File: src/rtl/bpu_pkg.sv
// bpu_pkg: shared definitions for the branch prediction unit.
//   - 2-bit saturating counter encodings and the allocation value
//   - per-entry record used for the combinational lookup view
// The tag field is sized for the widest possible tag (IDX_BITS >= 0 gives a
// tag of at most 30 bits). Narrower tags are zero-extended into it.
package bpu_pkg;

  localparam logic [1:0] CNT_SNT   = 2'b00;
  localparam logic [1:0] CNT_WNT   = 2'b01;
  localparam logic [1:0] CNT_WT    = 2'b10;
  localparam logic [1:0] CNT_ST    = 2'b11;
  localparam logic [1:0] CNT_ALLOC = CNT_WT;

  localparam int TAG_W_MAX = 30;

  typedef struct packed {
    logic                 valid;
    logic [TAG_W_MAX-1:0] tag;
    logic [31:0]          target;
    logic [1:0]           cnt;
  } bpu_entry_t;

endpackage

File: src/rtl/bpu_if.sv
// bpu_if: resolved-branch update bus from branch/commit logic into the BPU.
//   upd_valid   - a control-flow instruction resolved this cycle
//   upd_pc      - its PC
//   upd_taken   - actual direction
//   upd_target  - actual taken target
//   upd_mispred - resolution disagreed with prediction (statistics only)
// master: branch/commit side (drives). slave: bpu (samples).
interface bpu_if;
  logic        upd_valid;
  logic [31:0] upd_pc;
  logic        upd_taken;
  logic [31:0] upd_target;
  logic        upd_mispred;

  modport master (output upd_valid, upd_pc, upd_taken, upd_target, upd_mispred);
  modport slave  (input  upd_valid, upd_pc, upd_taken, upd_target, upd_mispred);
endinterface

File: src/rtl/bpu_sat_cnt2.sv
// sat_cnt2: combinational next state of a 2-bit saturating counter.
//   cnt     in  current counter value
//   taken   in  1 = count up, 0 = count down
//   cnt_nxt out next value; holds at CNT_ST going up and CNT_SNT going down
module sat_cnt2
  import bpu_pkg::*;
(
  input  logic [1:0] cnt,
  input  logic       taken,
  output logic [1:0] cnt_nxt
);
  always_comb begin
    cnt_nxt = cnt;
    if (taken) begin
      if (cnt != CNT_ST) cnt_nxt = cnt + 2'd1;
    end else begin
      if (cnt != CNT_SNT) cnt_nxt = cnt - 2'd1;
    end
  end
endmodule

File: src/rtl/bpu.sv
// bpu: direct-mapped BTB with a 2-bit direction counter per entry.
// Sits in front of the PC register and supplies its pr/pr_addr redirect.
//   clk, rst      clock, synchronous active-high reset (clears valid bits only)
//   pc_i          current fetch PC; bits [1:0] ignored
//   pr, pr_addr   same-cycle prediction; pr_addr is 0 whenever pr is 0
//   upd           bpu_if.slave resolved-branch training bus
//   perf_upd,     update / misprediction event counters, present only when
//   perf_mispred  the BPU_PERF_EN macro is defined
// Lookup reads pre-update state: a write in cycle N is seen from cycle N+1.
module bpu
  import bpu_pkg::*;
#(
  parameter int IDX_BITS = 6
) (
  input  logic        clk,
  input  logic        rst,
`ifdef BPU_PERF_EN
  output logic [31:0] perf_upd,
  output logic [31:0] perf_mispred,
`endif
  input  logic [31:0] pc_i,
  output logic        pr,
  output logic [31:0] pr_addr,
  bpu_if.slave        upd
);
  localparam int TAG_BITS = 32 - IDX_BITS - 2;
  localparam int NUM      = 1 << IDX_BITS;

  logic [NUM-1:0]       valid_q, valid_d;
  logic [TAG_W_MAX-1:0] tag_q [NUM];
  logic [31:0]          tgt_q [NUM];
  logic [1:0]           cnt_q [NUM];

  // lookup
  logic [IDX_BITS-1:0]  l_idx;
  logic [TAG_W_MAX-1:0] l_tag;
  bpu_entry_t           l_e;
  logic                 l_hit;

  assign l_idx = pc_i[IDX_BITS+1:2];
  assign l_tag = TAG_W_MAX'(pc_i[31:IDX_BITS+2]);

  always_comb begin
    l_e.valid  = valid_q[l_idx];
    l_e.tag    = tag_q[l_idx];
    l_e.target = tgt_q[l_idx];
    l_e.cnt    = cnt_q[l_idx];
  end

  assign l_hit   = l_e.valid && (l_e.tag == l_tag);
  assign pr      = l_hit && l_e.cnt[1];
  assign pr_addr = pr ? l_e.target : 32'h0;

  // update
  logic [IDX_BITS-1:0]  u_idx;
  logic [TAG_W_MAX-1:0] u_tag;
  logic                 u_hit, u_alloc;
  logic [1:0]           u_cnt_nxt;

  assign u_idx   = upd.upd_pc[IDX_BITS+1:2];
  assign u_tag   = TAG_W_MAX'(upd.upd_pc[31:IDX_BITS+2]);
  assign u_hit   = valid_q[u_idx] && (tag_q[u_idx] == u_tag);
  // not-taken misses never allocate, so cold/aliased entries stay untouched
  assign u_alloc = !u_hit && upd.upd_taken;

  sat_cnt2 u_cnt (
    .cnt     (cnt_q[u_idx]),
    .taken   (upd.upd_taken),
    .cnt_nxt (u_cnt_nxt)
  );

  always_comb begin
    valid_d = valid_q;
    if (upd.upd_valid && u_alloc) valid_d[u_idx] = 1'b1;
  end

  always_ff @(posedge clk) begin
    if (rst) valid_q <= '0;
    else     valid_q <= valid_d;
  end

  // Payload arrays carry no reset; an update coincident with rst is dropped.
  always_ff @(posedge clk) begin
    if (!rst && upd.upd_valid) begin
      if (u_hit) begin
        cnt_q[u_idx] <= u_cnt_nxt;
        if (upd.upd_taken) tgt_q[u_idx] <= upd.upd_target;
      end else if (u_alloc) begin
        tag_q[u_idx] <= u_tag;
        tgt_q[u_idx] <= upd.upd_target;
        cnt_q[u_idx] <= CNT_ALLOC;
      end
    end
  end

`ifdef BPU_PERF_EN
  logic [31:0] perf_upd_q, perf_mis_q;

  always_ff @(posedge clk) begin
    if (rst) begin
      perf_upd_q <= '0;
      perf_mis_q <= '0;
    end else if (upd.upd_valid) begin
      perf_upd_q <= perf_upd_q + 32'd1;
      if (upd.upd_mispred) perf_mis_q <= perf_mis_q + 32'd1;
    end
  end

  assign perf_upd     = perf_upd_q;
  assign perf_mispred = perf_mis_q;

  logic unused_bits;
  assign unused_bits = ^{pc_i[1:0], upd.upd_pc[1:0]};
`else
  logic unused_bits;
  assign unused_bits = ^{pc_i[1:0], upd.upd_pc[1:0], upd.upd_mispred};
`endif

endmodule

File: src/flat_wrapper.sv
// flat-port wrapper written by rule: the top's interface ports become plain ports
module bpu_flat import bpu_pkg::*;
#(
  parameter int IDX_BITS = 6
)
  (clk, rst, pc_i, pr, pr_addr, upd_upd_valid, upd_upd_pc, upd_upd_taken, upd_upd_target, upd_upd_mispred);
  bpu_if upd_i ();
  input  logic clk;
  input  logic rst;
  input  logic [31:0] pc_i;
  output logic pr;
  output logic [31:0] pr_addr;
  input wire logic [$bits(upd_i.upd_valid)-1:0] upd_upd_valid;
  input wire logic [$bits(upd_i.upd_pc)-1:0] upd_upd_pc;
  input wire logic [$bits(upd_i.upd_taken)-1:0] upd_upd_taken;
  input wire logic [$bits(upd_i.upd_target)-1:0] upd_upd_target;
  input wire logic [$bits(upd_i.upd_mispred)-1:0] upd_upd_mispred;
  assign upd_i.upd_valid = upd_upd_valid;
  assign upd_i.upd_pc = upd_upd_pc;
  assign upd_i.upd_taken = upd_upd_taken;
  assign upd_i.upd_target = upd_upd_target;
  assign upd_i.upd_mispred = upd_upd_mispred;
  bpu #(.IDX_BITS(IDX_BITS)) u_core (.clk(clk), .rst(rst), .pc_i(pc_i), .pr(pr), .pr_addr(pr_addr), .upd(upd_i));
endmodule
File: config.mk
export PLATFORM = sky130hd
export DESIGN_NAME = bpu_flat
export DESIGN_NICKNAME = d
export VERILOG_FILES = /design/src/rtl/bpu_pkg.sv /design/src/rtl/bpu_if.sv /design/src/rtl/bpu_sat_cnt2.sv /design/src/rtl/bpu.sv /design/src/flat_wrapper.sv
export SDC_FILE = /design/constraint.sdc
export NUM_CORES = 2
export LEC_CHECK = 0
export BUFFER_PORTS_ARGS = -buffer_cell sky130_fd_sc_hd__buf_2
export CORE_UTILIZATION = 50
export DETAILED_ROUTE_END_ITERATION = 10
export PLACE_DENSITY = 0.65
export SLEW_MARGIN = 10
export SYNTH_ARGS = -nofsm -noshare
export SYNTH_HDL_FRONTEND = slang
export SYNTH_SLANG_ARGS = --single-unit
File: constraint.sdc
create_clock -name clk -period 7.27 [get_ports clk]
set_clock_uncertainty 0.15 [all_clocks]
set_input_delay 0 -clock clk [delete_from_list [all_inputs] [get_ports clk]]
set_output_delay 0 -clock clk [all_outputs]
set_load 0.005 [all_outputs]
### Word-level counts from Yosys, hierarchy flattened

Memory sizes are Yosys's and may differ from the RTL's.
Index checks and enable logic that the tools add are counted.

| storage, ports and cells | value |
|---|---|
| output and inout bits | 33 |
| memories kept | 3 |
| register bits | 64 |
| RAM bits | 3712 |

| operators by class | value |
|---|---|
| bitwise operators | 3 |
| muxes and demuxes | 23 |
| equal/unequal tests | 3 |
| add/subtract/negate cells | 2 |
| reductions and logical operators | 10 |
| $lt $le $gt $ge | 3 |

Memories:

| memory | words | width | read ports | clocked after memory_dff | write ports | line | text |
|---|---|---|---|---|---|---|---|
| u_core.tgt_q | 64 | 32 | 1 | 0 | 1 | bpu.sv:31 | `logic [31:0] tgt_q [NUM];` |
| u_core.tag_q | 64 | 24 | 2 | 0 | 1 | bpu.sv:30 | `logic [TAG_W_MAX-1:0] tag_q [NUM];` |
| u_core.cnt_q | 64 | 2 | 2 | 0 | 1 | bpu.sv:32 | `logic [1:0] cnt_q [NUM];` |

Operator list:

| cell | number |
|---|---|
| $mux W32 | 2 |
| $or A64 B64 Y64 | 1 |
| $eq A30 B24 Y1 | 2 |
| $lt A6 B7 Y1 const B | 2 |
| $mux W1 | 14 |
| $bmux W1 S6 | 2 |
| $mux W2 | 4 |
| $logic_and A1 B1 Y1 | 7 |
| $demux W1 S6 | 1 |
| $ge A6 B1 Y1 const B | 1 |
| $add A2 B1 Y2 const B | 1 |
| $logic_not A1 Y1 | 2 |
| $ne A2 B2 Y1 const B | 1 |
| $or A1 B1 Y1 | 2 |
| $reduce_bool A2 Y1 | 1 |
| $sub A2 B1 Y2 const B | 1 |

### Logic depth before layout (Yosys ltp)

| depth | value |
|---|---|
| depth after elaboration | 10 |
| mapped depth | 19 |
| gate-level depth less buffers | 10 |

### By module

A second synthesis with hierarchy kept.

| unflattened totals | value |
|---|---|
| cell total of the unflattened synthesis | 7577 |
| area total of the unflattened synthesis | 158509.5 um2 |

Modules (own cells, without submodules):

| module | cells each | times used | sequential area each (um2) | area an instance (um2) |
|---|---|---|---|---|
| bpu | 7574 | 1 | 112748.1 | 158483.2 |
| sat_cnt2 | 3 | 1 | 0.0 | 26.3 |

### Worst setup path before layout

Ideal clock, no wire load.

| path | value |
|---|---|
| kind | input to register |
| start point | in upd_upd_pc[4] |
| end point | mem u_core.cnt_q[0][0], data pin |
| stages on the path | 16 |
| required time | 6.571 ns |
| path slack | 1.652 ns |
| arrival time | 4.920 ns |
| cell sequence | buf_6 -> buf_6 -> buf_2 -> buf_2 -> buf_1 -> mux4_2 -> mux2i_1 -> o22ai_1 -> nor4_1 -> xor2_1 -> nand3b_1 -> or4b_1 -> buf_2 -> buf_6 -> buf_2 -> a21oi_1 |

| between the ends | value |
|---|---|
| cells in the longest elaborated chain, start to end | 10 |
| elaborated cells between the ends (all ways) | 20 |

Ends and longest elaborated chain:

| what | line | text |
|---|---|---|
| start, declared | flat_wrapper.sv:14 | `input wire logic [$bits(upd_i.upd_pc)-1:0] upd_upd_pc;` |
| $mem_v2 Z64 W24 / $bmux W1 S6 (equally long branches) | n/a |  |
| $eq A30 B24 Y1 / $mux W1 (equally long branches) | bpu.sv:62 | `assign u_hit = valid_q[u_idx] && (tag_q[u_idx] == u_tag);` |
| $logic_and A1 B1 Y1 | bpu.sv:62 |  |
| $logic_not A1 Y1 | bpu.sv:64 | `assign u_alloc = !u_hit && upd.upd_taken;` |
| $logic_and A1 B1 Y1 | bpu.sv:64 |  |
| $mux W1 | bpu.sv:88 | `end else if (u_alloc) begin` |
| $mux W1 | bpu.sv:85 | `if (u_hit) begin` |
| $mux W1 | bpu.sv:84 | `if (!rst && upd.upd_valid) begin` |
| $mux W1 (not written as such) | bpu.sv:91 | `cnt_q[u_idx] <= CNT_ALLOC;` |
| $mux W2 (no source line) * | n/a |  |
| end, declared | bpu.sv:32 |  |

Mark *: on every way between the ends. The rest lies on a longest branch, timed or not. The select of a mux whose other input is x is not followed.

### Worst setup path in the final report

| path | value |
|---|---|
| start point | in upd_upd_pc[3] |
| end point | mem u_core.cnt_q[61][0] (enable) |

| between the ends | value |
|---|---|
| cells in the longest elaborated chain, start to end | 10 |
| elaborated cells between the ends (all ways) | 15 |

Ends and longest elaborated chain:

| what | line |
|---|---|
| $mem_v2 Z64 W24 / $bmux W1 S6 (equally long branches) | n/a |
| $eq A30 B24 Y1 / $mux W1 (equally long branches) | bpu.sv:62 |
| $logic_and A1 B1 Y1 | bpu.sv:62 |
| $logic_not A1 Y1 | bpu.sv:64 |
| $logic_and A1 B1 Y1 | bpu.sv:64 |
| $mux W1 | bpu.sv:88 |
| $mux W1 | bpu.sv:85 |
| $mux W1 | bpu.sv:84 |
| $mux W1 (not written as such) | bpu.sv:91 |
| $or A1 B1 Y1 (no source line) | n/a |

Several ways; a longest one is shown, not always the timed one. The select of a mux whose other input is x is not followed.

==> metrics.md <==
| Metric | Value |
|---|---|
| Final Hold Viols | 0 |
| Cell with the largest stage delay on the worst path | a2111oi_0 |
| Finish-stage setup viols | 0 |
| Post-detail-place hpwl | 279 mm |
| Net switching power | 0.0102 W |
| Vias in the first global route | 87.6k |
| Register area | 0.113 mm^2 |
| Area taken by multi-input logic gates | 0.0438 mm^2 |
| Worst path required time | 7.75 ns |
| HP Class | input port to flip-flop |
| Dominant synthesized flop cell | edfxtp_1 |
| Latest clock arrival within the worst-skew pair | between 0.9 and 1 ns |
| I/O pins | about 130 |
| P_leak | 55.5 nW |
| CP cell instances | dlygate4sd3_1, buf_8, buf_4, and3b_2, a22oi_1, o211a_1, o22ai_1, a2111oi_0, a21oi_1, nor3_1, and4_1, or4b_4, buf_4, a21oi_1 |
| CTS Buffer Depth | 4 |
| Post-synthesis register bit count | 3776 |
| Mapped Nets | 7430 |
| Crit path largest cell delay | 0.91 ns |
| Synth Cell Area | approximately 0.16 mm^2 |
| Number of remaining DRC errors | 0 |
| Via density | 7.23 |
| Die Y-Extent | 564 um |
| Post-CTS setup repair buffer count | 0 |
| Netlist cell types | 71 |
| CTS clk-pin slew, worst paths | 0.06 ns |
| Comb power frac | 0.063 |
| # rows | 206 |
| Worst r2r src | u_core.tag_q[26][18]$_DFFE_PP_ |
| Type of origin of the critical path | input port |
| Core Region | 0.315 mm^2 |
| First-pass GRT wire length | roughly 690 mm |
| Post-CTS resize count | 0 |
| Cts bufs inserted | 387 |
| Reg power frac | 0.515 |
| Buf/Inv on CP | 4 |
| Cells after synthesis | 7329 |
| Async S/R FF share, synth | 0 |
| Slew headroom | 0.118 |
| CP max FO | 73 |
| Worst-Margin Slew | 1.32 ns |
| Largest net degree at the start of global routing | 145 |
| Initial antenna violation count | 23 |
| Wire per inst | 41.2 um |
| Clock power share | 0.422 |
| Min cycle time layout | 5.94 ns |
| Post-synth EDFFs | 3712 |
| Nets | 7843 |
| CTS Sinks | 3776 |
| P&R area growth vs syn | 13.3% |
| Final period util | 0.817 |
| Run status | finished, final reports clean |
| Initial Util | 0.502 |
| DR iter-0 viols | 14.3k |
| Cell family contributing the most delay on the critical path | simple AND/OR/NAND/NOR gates |
| Port Buffers | 128 |
| CP Data Arrival Time | 6.42 ns |
| Setup TNS Final | 0 ns |
| Nature of the critical path endpoint | flip-flop |
| Yosys warns | 0 |
| Die footprint | roughly 0.32 mm^2 |
| Hold Crit Start | upd_upd_pc[8] |
| Placer Congestion | 0.897 |
| Via count | 88.4k |
| GRT overflow | 0 |
| Die Wd | 564 um |
| Switching part of the total power | 0.218 |
| CTS tree | built |
| Max_cap viols | 0 |
| Mean Syn Cell Area | between 20 and 25 um^2 |
| Drt pass-1 iters | 9 |
| Critical path class | input port to flip-flop |
| Fillcell total | 22.6k |
| Hold-fix buffers, CTS | between 60 and 70 |
| Share of layout cells above drive strength 1 | 0.340 |
| Max Freq | ~170 MHz |
| Total Power | 0.0466 W |
| CTS H-Tree Depth | 5 |
| Fin. max-slew vios | 0 |
| Overall Global Routing Usage | 0.315 |
| Power density of the placed cells | 260 mW/mm^2 |
| Post-route ant nets | 0 |
| RSZ-0062 raised after global routing | no |
| Int Pwr | between 0.03 and 0.04 W |
| Register area share after synthesis | 0.713 |
| Crit. Startpoint | upd_upd_pc[3] |
| Root buf cell | clkbuf_16 |
| Final wirelength | around 500 mm |
| Worst vdd ir | 0.230 mV |
-- tightest hold or removal path, cell delays in order --
cell and delay, ns:
dlygate4sd3_1 0.52, buf_2 0.12, buf_4 0.28
-- cells in the mapped netlist, types with 28 or more instances --
cell,instances,share of area
edfxtp_1,3712,0.70
mux4_2,1374,0.20
clkbuf_1,275,0.0065
a221oi_1,162,0.0090
nor2_1,142,0.0034
mux2i_1,141,0.0089
a22oi_1,139,0.0066
buf_1,124,0.0029
buf_2,112,0.0035
a22o_1,96,0.0053
nand2_1,92,0.0022
mux2_2,73,0.0052
a21oi_1,72,0.0023
nor3_1,71,0.0022
o21ai_0,67,0.0021
dfxtp_1,64,0.0081
nand3_1,56,0.0018
nor2b_1,46,0.0018
o22ai_1,43,0.0017
xnor2_1,37,0.0020
buf_4,28,0.0013
-- kinds of logic (layout without fill, tap and decap cells) --
kind of cell,count (synthesis),in the layout,share of synthesized area
buffers and inverters,569,1297,0.0161
other,0,4,0
adders and majority gates,2,2,0.000127
AOI/OAI and AO/OA,823,823,0.0412
xor gates and xnor gates,46,46,0.00255
muxes,1595,1595,0.210
DFF,3776,3776,0.713
and+or+nand+nor,518,518,0.0167
-- cell type report --
class,count,share of cell area
timing repair buffer,586,0.0279
tap,4160,0.0291
inverter,7,0.000182
multi-input combinational,2984,0.244
sequential,3776,0.629
clock buffer,486,0.0572
clock inverter,218,0.0119
antenna,4,0.0000559
-- per-layer routing --
metal	vias up	track usage	wire length, um
met2	7086	0.477	229000
met4	12	0.166	32000
met1	46700	0.425	179000
li1	33000	-	-
met3	1605	0.0789	63400
met5	-	0.00193	169
-- through the flow --
step / cell area (um^2) / utilization / hold slack [ns] / std cells / setup WS [ns]
2_1_floorplan: 158000 / - / -0.0511 / 7329 / 1.65
3_3_place_gp: 166000 / 0.528 / 0.321 / 11500 / 1.27
3_5_place_dp: 166000 / 0.528 / 0.338 / 11500 / 1.29
4_1_cts: 179000 / 0.569 / 0.0680 / 12200 / 1.25
5_1_grt: 179000 / 0.569 / 0.139 / 12200 / 1.25
6_report: 179000 / 0.569 / 0.0885 / 12200 / 1.33
-- final timing paths --
check | depth (start not counted) | to | slack, ns
worst max-delay path | 14 | u_core.cnt_q[61][0]$_DFFE_PP_ | 1.33
worst min-delay path | 3 | u_core.tag_q[19][0]$_DFFE_PP_ | 0.09
worst max register to register | 11 | u_core.cnt_q[61][0]$_DFFE_PP_ | 1.48
worst min register to register | 1 | u_core.valid_q[43]$_SDFFE_PP0P_ | 0.36
-- registers in the layout (all words and copies together) (netlist names) --
signal	cells
u_core.tag_q	1536
u_core.cnt_q	128
u_core.tgt_q	2048
u_core.valid_q	64
-- power groups by stage --
stage / registers, W / clock network [W] / logic, W
floorplan: 0.0244 / 0 / 0.00169
global placement: 0.0244 / 0 / 0.00283
detailed placement: 0.0245 / 0 / 0.00287
CTS: 0.0240 / 0.0199 / 0.00291
global route: 0.0240 / 0.0206 / 0.00304
finish: 0.0240 / 0.0197 / 0.00294
-- cell usage in the layout, fill, tap and decap left out, types with 13 or more instances in the layout --
master         synthesis  final
a31oi_1               22     22
clkinv_2               0     67
buf_4                 28    342
mux2_2                73     73
nor2_1               142     76
a22o_1                96     96
a22oi_1              139    139
dlygate4sd3_1          0     63
a21oi_1               72     71
mux4_2              1374   1374
nand3_1               56     55
bufinv_16              0     38
a2111oi_2             27     27
nand2_1               92     90
mux2i_1              141    141
o211ai_1              25     25
a221o_1               25     25
clkbuf_1             275     87
a211oi_1              26     26
and3b_1               18     14
dfxtp_1               64     64
o21ai_0               67     67
clkinv_1               0     78
nor3_2                 1     64
nor2b_1               46     42
a221oi_1             162    162
buf_2                112    119
a31o_2                25     25
xnor2_1               37     37
nor4_1                18     18
edfxtp_1            3712   3712
nor2_4                 0     67
o2bb2ai_1             16     16
clkbuf_16              0    394
o22ai_1               43     43
buf_12                 0     54
clkinvlp_4             0     13
nand4_1               19     19
Power figures use the tool's default switching activity.
